**src/rtl/hazard_ctrl_mc_if.sv**
```systemverilog
// Signal bundle between the pipeline datapath and the hazard controller.
// The pipeline drives the master side and the controller sits on the slave side.
interface hazard_ctrl_mc_if #(
  parameter int REG_AW = 5
);
  logic              pc_src_e;
  logic [1:0]        result_src_e;
  logic              reg_write_m;
  logic              reg_write_w;
  logic [REG_AW-1:0] rs1_d;
  logic [REG_AW-1:0] rs2_d;
  logic [REG_AW-1:0] rs1_e;
  logic [REG_AW-1:0] rs2_e;
  logic [REG_AW-1:0] rd_e;
  logic [REG_AW-1:0] rd_m;
  logic [REG_AW-1:0] rd_w;
  logic              mdu_start_e;
  logic              mdu_done;
  logic              stall_f;
  logic              stall_d;
  logic              stall_e;
  logic              flush_d;
  logic              flush_e;
  logic              flush_m;
  logic [1:0]        forward_a_e;
  logic [1:0]        forward_b_e;

  modport slave (
    input  pc_src_e, result_src_e, reg_write_m, reg_write_w,
    input  rs1_d, rs2_d, rs1_e, rs2_e, rd_e, rd_m, rd_w,
    input  mdu_start_e, mdu_done,
    output stall_f, stall_d, stall_e, flush_d, flush_e, flush_m,
    output forward_a_e, forward_b_e
  );

  modport master (
    output pc_src_e, result_src_e, reg_write_m, reg_write_w,
    output rs1_d, rs2_d, rs1_e, rs2_e, rd_e, rd_m, rd_w,
    output mdu_start_e, mdu_done,
    input  stall_f, stall_d, stall_e, flush_d, flush_e, flush_m,
    input  forward_a_e, forward_b_e
  );
endinterface

```
**src/rtl/hazard_ctrl_mc.sv**
```systemverilog
// Hazard controller for the 5-stage RISC-V pipeline: forwarding, load-use, branch flush, MDU busy stall.
// Define HAZARD_CTRL_PERF_CNT_EN to add saturating stall/flush performance counters.
module hazard_ctrl_mc #(
  parameter int REG_AW   = 5,
  parameter int LOAD_LAT = 1,
  parameter int CNT_W    = 16
) (
  input  logic                clk,
  input  logic                rst_n,
  hazard_ctrl_mc_if.slave     hz
`ifdef HAZARD_CTRL_PERF_CNT_EN
  ,
  output logic [CNT_W-1:0]    stall_cnt,
  output logic [CNT_W-1:0]    flush_cnt
`endif
);

  if (LOAD_LAT < 1 || LOAD_LAT > 15) begin : g_bad_load_lat
    $error("hazard_ctrl_mc: LOAD_LAT must be 1..15");
  end
  if (CNT_W < 1) begin : g_bad_cnt_w
    $error("hazard_ctrl_mc: CNT_W must be at least 1");
  end

  localparam logic [3:0] LAT_M1 = 4'(LOAD_LAT - 1);

  typedef enum logic [1:0] {IDLE, LOAD_WAIT, MDU_BUSY} state_t;

  state_t     state, state_nxt;
  logic [3:0] lcnt, lcnt_nxt;
  logic       lu_hit;
  logic       stall_f_c, stall_d_c, stall_e_c;
  logic       flush_d_c, flush_e_c, flush_m_c;

  function automatic logic [1:0] fwd_sel(input logic [REG_AW-1:0] rs,
                                         input logic [REG_AW-1:0] rd_m,
                                         input logic              wr_m,
                                         input logic [REG_AW-1:0] rd_w,
                                         input logic              wr_w);
    logic [1:0] sel;
    sel = 2'b00;
    if (rs != '0 && wr_m && rs == rd_m)      sel = 2'b10;
    else if (rs != '0 && wr_w && rs == rd_w) sel = 2'b01;
    return sel;
  endfunction

  assign lu_hit = (hz.result_src_e == 2'b01) && (hz.rd_e != '0) &&
                  ((hz.rs1_d == hz.rd_e) || (hz.rs2_d == hz.rd_e));

  always_ff @(posedge clk or negedge rst_n) begin
    if (!rst_n) begin
      state <= IDLE;
      lcnt  <= 4'd0;
    end else begin
      state <= state_nxt;
      lcnt  <= lcnt_nxt;
    end
  end

  always_comb begin
    state_nxt = state;
    lcnt_nxt  = lcnt;
    stall_f_c = 1'b0;
    stall_d_c = 1'b0;
    stall_e_c = 1'b0;
    flush_d_c = 1'b0;
    flush_e_c = 1'b0;
    flush_m_c = 1'b0;
    case (state)
      IDLE: begin
        if (hz.mdu_start_e) begin
          stall_f_c = 1'b1;
          stall_d_c = 1'b1;
          stall_e_c = 1'b1;
          flush_m_c = 1'b1;
          if (!hz.mdu_done) state_nxt = MDU_BUSY;
        end else if (hz.pc_src_e) begin
          flush_d_c = 1'b1;
          flush_e_c = 1'b1;
        end else if (lu_hit) begin
          stall_f_c = 1'b1;
          stall_d_c = 1'b1;
          flush_e_c = 1'b1;
          // The hit cycle is the first bubble; LOAD_WAIT covers the rest.
          if (LOAD_LAT > 1) begin
            lcnt_nxt  = LAT_M1;
            state_nxt = LOAD_WAIT;
          end
        end
      end
      LOAD_WAIT: begin
        stall_f_c = 1'b1;
        stall_d_c = 1'b1;
        flush_e_c = 1'b1;
        lcnt_nxt  = lcnt - 4'd1;
        if (lcnt == 4'd1) state_nxt = IDLE;
      end
      MDU_BUSY: begin
        if (hz.mdu_done) begin
          state_nxt = IDLE;
        end else begin
          stall_f_c = 1'b1;
          stall_d_c = 1'b1;
          stall_e_c = 1'b1;
          flush_m_c = 1'b1;
        end
      end
      default: state_nxt = IDLE;
    endcase
  end

  // Outputs are forced quiet for the whole time reset is held, not just at the edge.
  assign hz.stall_f     = rst_n & stall_f_c;
  assign hz.stall_d     = rst_n & stall_d_c;
  assign hz.stall_e     = rst_n & stall_e_c;
  assign hz.flush_d     = rst_n & flush_d_c;
  assign hz.flush_e     = rst_n & flush_e_c;
  assign hz.flush_m     = rst_n & flush_m_c;
  assign hz.forward_a_e = rst_n ? fwd_sel(hz.rs1_e, hz.rd_m, hz.reg_write_m, hz.rd_w, hz.reg_write_w) : 2'b00;
  assign hz.forward_b_e = rst_n ? fwd_sel(hz.rs2_e, hz.rd_m, hz.reg_write_m, hz.rd_w, hz.reg_write_w) : 2'b00;

`ifdef HAZARD_CTRL_PERF_CNT_EN
  always_ff @(posedge clk or negedge rst_n) begin
    if (!rst_n) begin
      stall_cnt <= '0;
      flush_cnt <= '0;
    end else begin
      if (hz.stall_f && stall_cnt != '1) stall_cnt <= stall_cnt + CNT_W'(1);
      if (hz.flush_d && flush_cnt != '1) flush_cnt <= flush_cnt + CNT_W'(1);
    end
  end
`endif

endmodule

```
**src/flat_wrapper.sv**
```systemverilog
// flat-port wrapper written by rule: the top's interface ports become plain ports
module hazard_ctrl_mc_flat 
#(
  parameter int REG_AW   = 5,
  parameter int LOAD_LAT = 1,
  parameter int CNT_W    = 16
)
  (clk, rst_n, hz_pc_src_e, hz_result_src_e, hz_reg_write_m, hz_reg_write_w, hz_rs1_d, hz_rs2_d, hz_rs1_e, hz_rs2_e, hz_rd_e, hz_rd_m, hz_rd_w, hz_mdu_start_e, hz_mdu_done, hz_stall_f, hz_stall_d, hz_stall_e, hz_flush_d, hz_flush_e, hz_flush_m, hz_forward_a_e, hz_forward_b_e);
  hazard_ctrl_mc_if #(.REG_AW(REG_AW)) hz_i ();
  input  logic clk;
  input  logic rst_n;
  input wire logic [$bits(hz_i.pc_src_e)-1:0] hz_pc_src_e;
  input wire logic [$bits(hz_i.result_src_e)-1:0] hz_result_src_e;
  input wire logic [$bits(hz_i.reg_write_m)-1:0] hz_reg_write_m;
  input wire logic [$bits(hz_i.reg_write_w)-1:0] hz_reg_write_w;
  input wire logic [$bits(hz_i.rs1_d)-1:0] hz_rs1_d;
  input wire logic [$bits(hz_i.rs2_d)-1:0] hz_rs2_d;
  input wire logic [$bits(hz_i.rs1_e)-1:0] hz_rs1_e;
  input wire logic [$bits(hz_i.rs2_e)-1:0] hz_rs2_e;
  input wire logic [$bits(hz_i.rd_e)-1:0] hz_rd_e;
  input wire logic [$bits(hz_i.rd_m)-1:0] hz_rd_m;
  input wire logic [$bits(hz_i.rd_w)-1:0] hz_rd_w;
  input wire logic [$bits(hz_i.mdu_start_e)-1:0] hz_mdu_start_e;
  input wire logic [$bits(hz_i.mdu_done)-1:0] hz_mdu_done;
  output wire logic [$bits(hz_i.stall_f)-1:0] hz_stall_f;
  output wire logic [$bits(hz_i.stall_d)-1:0] hz_stall_d;
  output wire logic [$bits(hz_i.stall_e)-1:0] hz_stall_e;
  output wire logic [$bits(hz_i.flush_d)-1:0] hz_flush_d;
  output wire logic [$bits(hz_i.flush_e)-1:0] hz_flush_e;
  output wire logic [$bits(hz_i.flush_m)-1:0] hz_flush_m;
  output wire logic [$bits(hz_i.forward_a_e)-1:0] hz_forward_a_e;
  output wire logic [$bits(hz_i.forward_b_e)-1:0] hz_forward_b_e;
  assign hz_i.pc_src_e = hz_pc_src_e;
  assign hz_i.result_src_e = hz_result_src_e;
  assign hz_i.reg_write_m = hz_reg_write_m;
  assign hz_i.reg_write_w = hz_reg_write_w;
  assign hz_i.rs1_d = hz_rs1_d;
  assign hz_i.rs2_d = hz_rs2_d;
  assign hz_i.rs1_e = hz_rs1_e;
  assign hz_i.rs2_e = hz_rs2_e;
  assign hz_i.rd_e = hz_rd_e;
  assign hz_i.rd_m = hz_rd_m;
  assign hz_i.rd_w = hz_rd_w;
  assign hz_i.mdu_start_e = hz_mdu_start_e;
  assign hz_i.mdu_done = hz_mdu_done;
  assign hz_stall_f = hz_i.stall_f;
  assign hz_stall_d = hz_i.stall_d;
  assign hz_stall_e = hz_i.stall_e;
  assign hz_flush_d = hz_i.flush_d;
  assign hz_flush_e = hz_i.flush_e;
  assign hz_flush_m = hz_i.flush_m;
  assign hz_forward_a_e = hz_i.forward_a_e;
  assign hz_forward_b_e = hz_i.forward_b_e;
  hazard_ctrl_mc #(.REG_AW(REG_AW), .LOAD_LAT(LOAD_LAT), .CNT_W(CNT_W)) u_core (.clk(clk), .rst_n(rst_n), .hz(hz_i));
endmodule
```
**config.mk**
```make
export PLATFORM = sky130hd
export DESIGN_NAME = hazard_ctrl_mc_flat
export DESIGN_NICKNAME = d
export VERILOG_FILES = /design/src/rtl/hazard_ctrl_mc_if.sv /design/src/rtl/hazard_ctrl_mc.sv /design/src/flat_wrapper.sv
export SDC_FILE = /design/constraint.sdc
export NUM_CORES = 1
export LEC_CHECK = 0
export CAP_MARGIN = 10
export CORE_MARGIN = 3
export CORE_UTILIZATION = 25
export DETAILED_ROUTE_END_ITERATION = 10
export GPL_TIMING_DRIVEN = 0
export PLACE_DENSITY_LB_ADDON = 0.2
export SLEW_MARGIN = 10
export SYNTH_ARGS = -nofsm -noshare
export SYNTH_HDL_FRONTEND = slang
export SYNTH_SLANG_ARGS = --single-unit
```
**constraint.sdc**
```tcl
create_clock -name clk -period 3 [get_ports clk]
set_clock_uncertainty 0.2 [all_clocks]
set_input_delay 0.45 -clock clk [delete_from_list [all_inputs] [get_ports clk]]
set_output_delay 0.45 -clock clk [all_outputs]
set_load 0.02 [all_outputs]
```
==> metrics <==
total wire length=roughly 1700 um; count of cell types in the netlist=21; most common cell after layout, fill and taps aside=clkdlybuf4s50_1; I/O pins=54; DR pass1 iterations=3; RSZ-0062 raised after global routing=no; Post-Syn Instances=just under 70; Slew @ Worst Pin=a little under 0.3 ns; final setup vio count=0; HPWL Detailed=1650 um; worst reg2reg path depth=2; crit path capture type=output port; top flop regs=u_core.state x1; worst hold margin=approximately 0.34 ns; share of cells above drive strength 1=about a tenth; commonest non-fill, non-tap cells in the layout=clkdlybuf4s50_1, xnor2_1, xor2_1; DRC=0; Die W=about 53 um; detailed-route wire length per cell=11.6 um; post-route ant nets=0; Peak supply drop=102 uV; main combinational cell family by area after synthesis=XOR/XNOR gates; total number of vias=approximately 650; initial antenna violation count=0; Post-Synth Simple-Gate Area=between 40% and 50%; Yosys Warn Count=0; nets=roughly 170; GRT Overall Usage=between 10% and 20%; Top reg by flops=u_core.state; fin crit share=96.8%; Fill cells=around 200; Final Core Density=54.5%; Worst Setup Start Kind=input port; row count=16; max_cap viols=0; Setup CP Type=in -> out; first-pass GRT wire length=2740 um; complex-gate fraction of the synthesized area=3.90%; WHS Endpoint=u_core.state[1]; Reg area=25.0 um2; max reg flops=1; Remaining Overflow, GRT=0; slack of the critical path=~0.096 ns; Synth Area in XOR/XNOR=48.2%; Slew Viols, Final=0; sequential fraction of the synthesis area=between 4 and 5%; syn avg cell area=around 8 um2; flops & latches, synth=1; R2R Path End=u_core.state[1]; Post-Syn Nets=112; Place WS=-0.253 ns; Die ar.=around 2800 um2; Die Y=between 50 and 60 um; crit-path cells=clkdlybuf4s50_1, or4_4, nor2_4, nor4_2, nor4_2, dlygate4sd1_1; GPL Wtd Cong=roughly 0.67; synthesized area=546 um2; Area Growth Syn to Fin=102%; Starting Density=27.0%; Placeable Area=2020 um2; post-route setup TNS=0 ns; Crit path top cell by count=nor4_2; Worst path slowest cell=or4_4; Arr. time, crit path=around 2.3 ns; worst skew pair latency=0 ns; Iter 0 DRT Violations=5; vias in the first global route=approximately 650; largest net degree at the start of global routing=9; vias per cell=4.41; hold path depth=2; Multi-input gate area=around 510 um2; CP max FO=3; Hold Crit Start=u_core.state[1]; status=finished, final reports clean; Fmax=between 300 and 400 MHz; diodes inserted=0; r2r setup slk=~2.0 ns; total power=~0.00016 W; mux contribution to synthesized area=0%; critical path required time=roughly 2.4 ns; worst hold path type=reg -> reg; Worst-path clk slew=0 ns; Synth Area in Adders=0%; Rel. slew slack=around four fifths; port buffer count=between 50 and 60; Final Hold Fails=0; critical path's largest stage delay=roughly 0.57 ns; Static Leakage=0.418 nW; Post-CTS Setup Repair Bufs=0; PD cells=about 140 nW/um2; R2R Path Start=u_core.state[1]; min Tclk post-route=2.90 ns
[where the power goes]
part	leakage [nW]	switching (W)	internal, W
registers	0.0125	0.000000430	0.0000146
logic	0.406	0.0000550	0.0000874
clock network	0	0	0
total	0.418	0.0000555	0.000102
[per-stage QoR]
stage | area, um2 | std cells
after global routing | 1100 | 148
after detailed placement | 1110 | 148
after global placement | 1110 | 148
after CTS | 1100 | 148
final | 1100 | 148
after floorplan | 546 | 68
[layer usage]
metal / global-route usage [%] / vias to the layer above / share of wire (%)
met2: 23.1 / 17 / 54
met5: 0 / - / 0
met4: 0 / 0 / 0
met1: 16.4 / 286 / 41
met3: 0.285 / 0 / 4.5
li1: - / 349 / -
[timing repair]
| action | CTS | global route |
|---|---|---|
| gates resized for setup | 6 | 5 |
| setup endpoints to repair | 6 | 3 |
| hold buffers | 0 | 0 |
| hold endpoints to repair | 0 | 0 |
[synthesized netlist by cell type, drive strengths merged]
library cell | number | area [um2]
a22oi | 1 | 7.51
and2 | 2 | 13.8
and3 | 1 | 6.26
buf | 2 | 15.0
dfrtp | 1 | 25.0
nand2 | 3 | 11.3
nand2b | 1 | 6.26
nand3 | 2 | 10.0
nand4 | 4 | 25.0
nor2 | 8 | 45.0
nor3 | 2 | 10.0
nor4 | 4 | 50.1
o21bai | 1 | 7.51
o22ai | 1 | 6.26
or3 | 1 | 6.26
or4 | 4 | 37.5
xnor2 | 16 | 140
xor2 | 14 | 123
[how the worst max path moves through the flow]
stage,slack [ns],cells after the start,from,endpoint
after floorplan,0.65,5,hz_rd_e[2],hz_stall_f
after CTS,0.01,6,hz_rd_e[1],hz_flush_e
after detailed placement,-0.25,7,hz_rd_e[2],hz_stall_f
after global placement,-0.23,6,hz_rs2_e[0],hz_forward_b_e[0]
final,0.1,6,hz_rs2_e[0],hz_forward_b_e[0]
after global routing,0.0008,6,hz_rs2_e[3],hz_forward_b_e[0]
[critical path, delay by kind of cell]
family	cells	cell delay, ns
and+or+nand+nor	4	0.99
buffers and inverters	2	0.81
[kinds of logic after synthesis]
family	count (synthesis)
AO/OA/AOI/OAI	3
XOR/XNOR	30
AND/OR/NAND/NOR	32
flip-flops	1
buffers and inverters	2
[cell type report]
class	instances	share of cell area [%]
Buffer	2	1.36
Timing Repair Buffer	53	47.4
Multi-Input combinational cell	65	45.9
Sequential cell	1	2.27
Tap cell	27	3.07
Note: power is estimated with default switching activity, not from simulation.
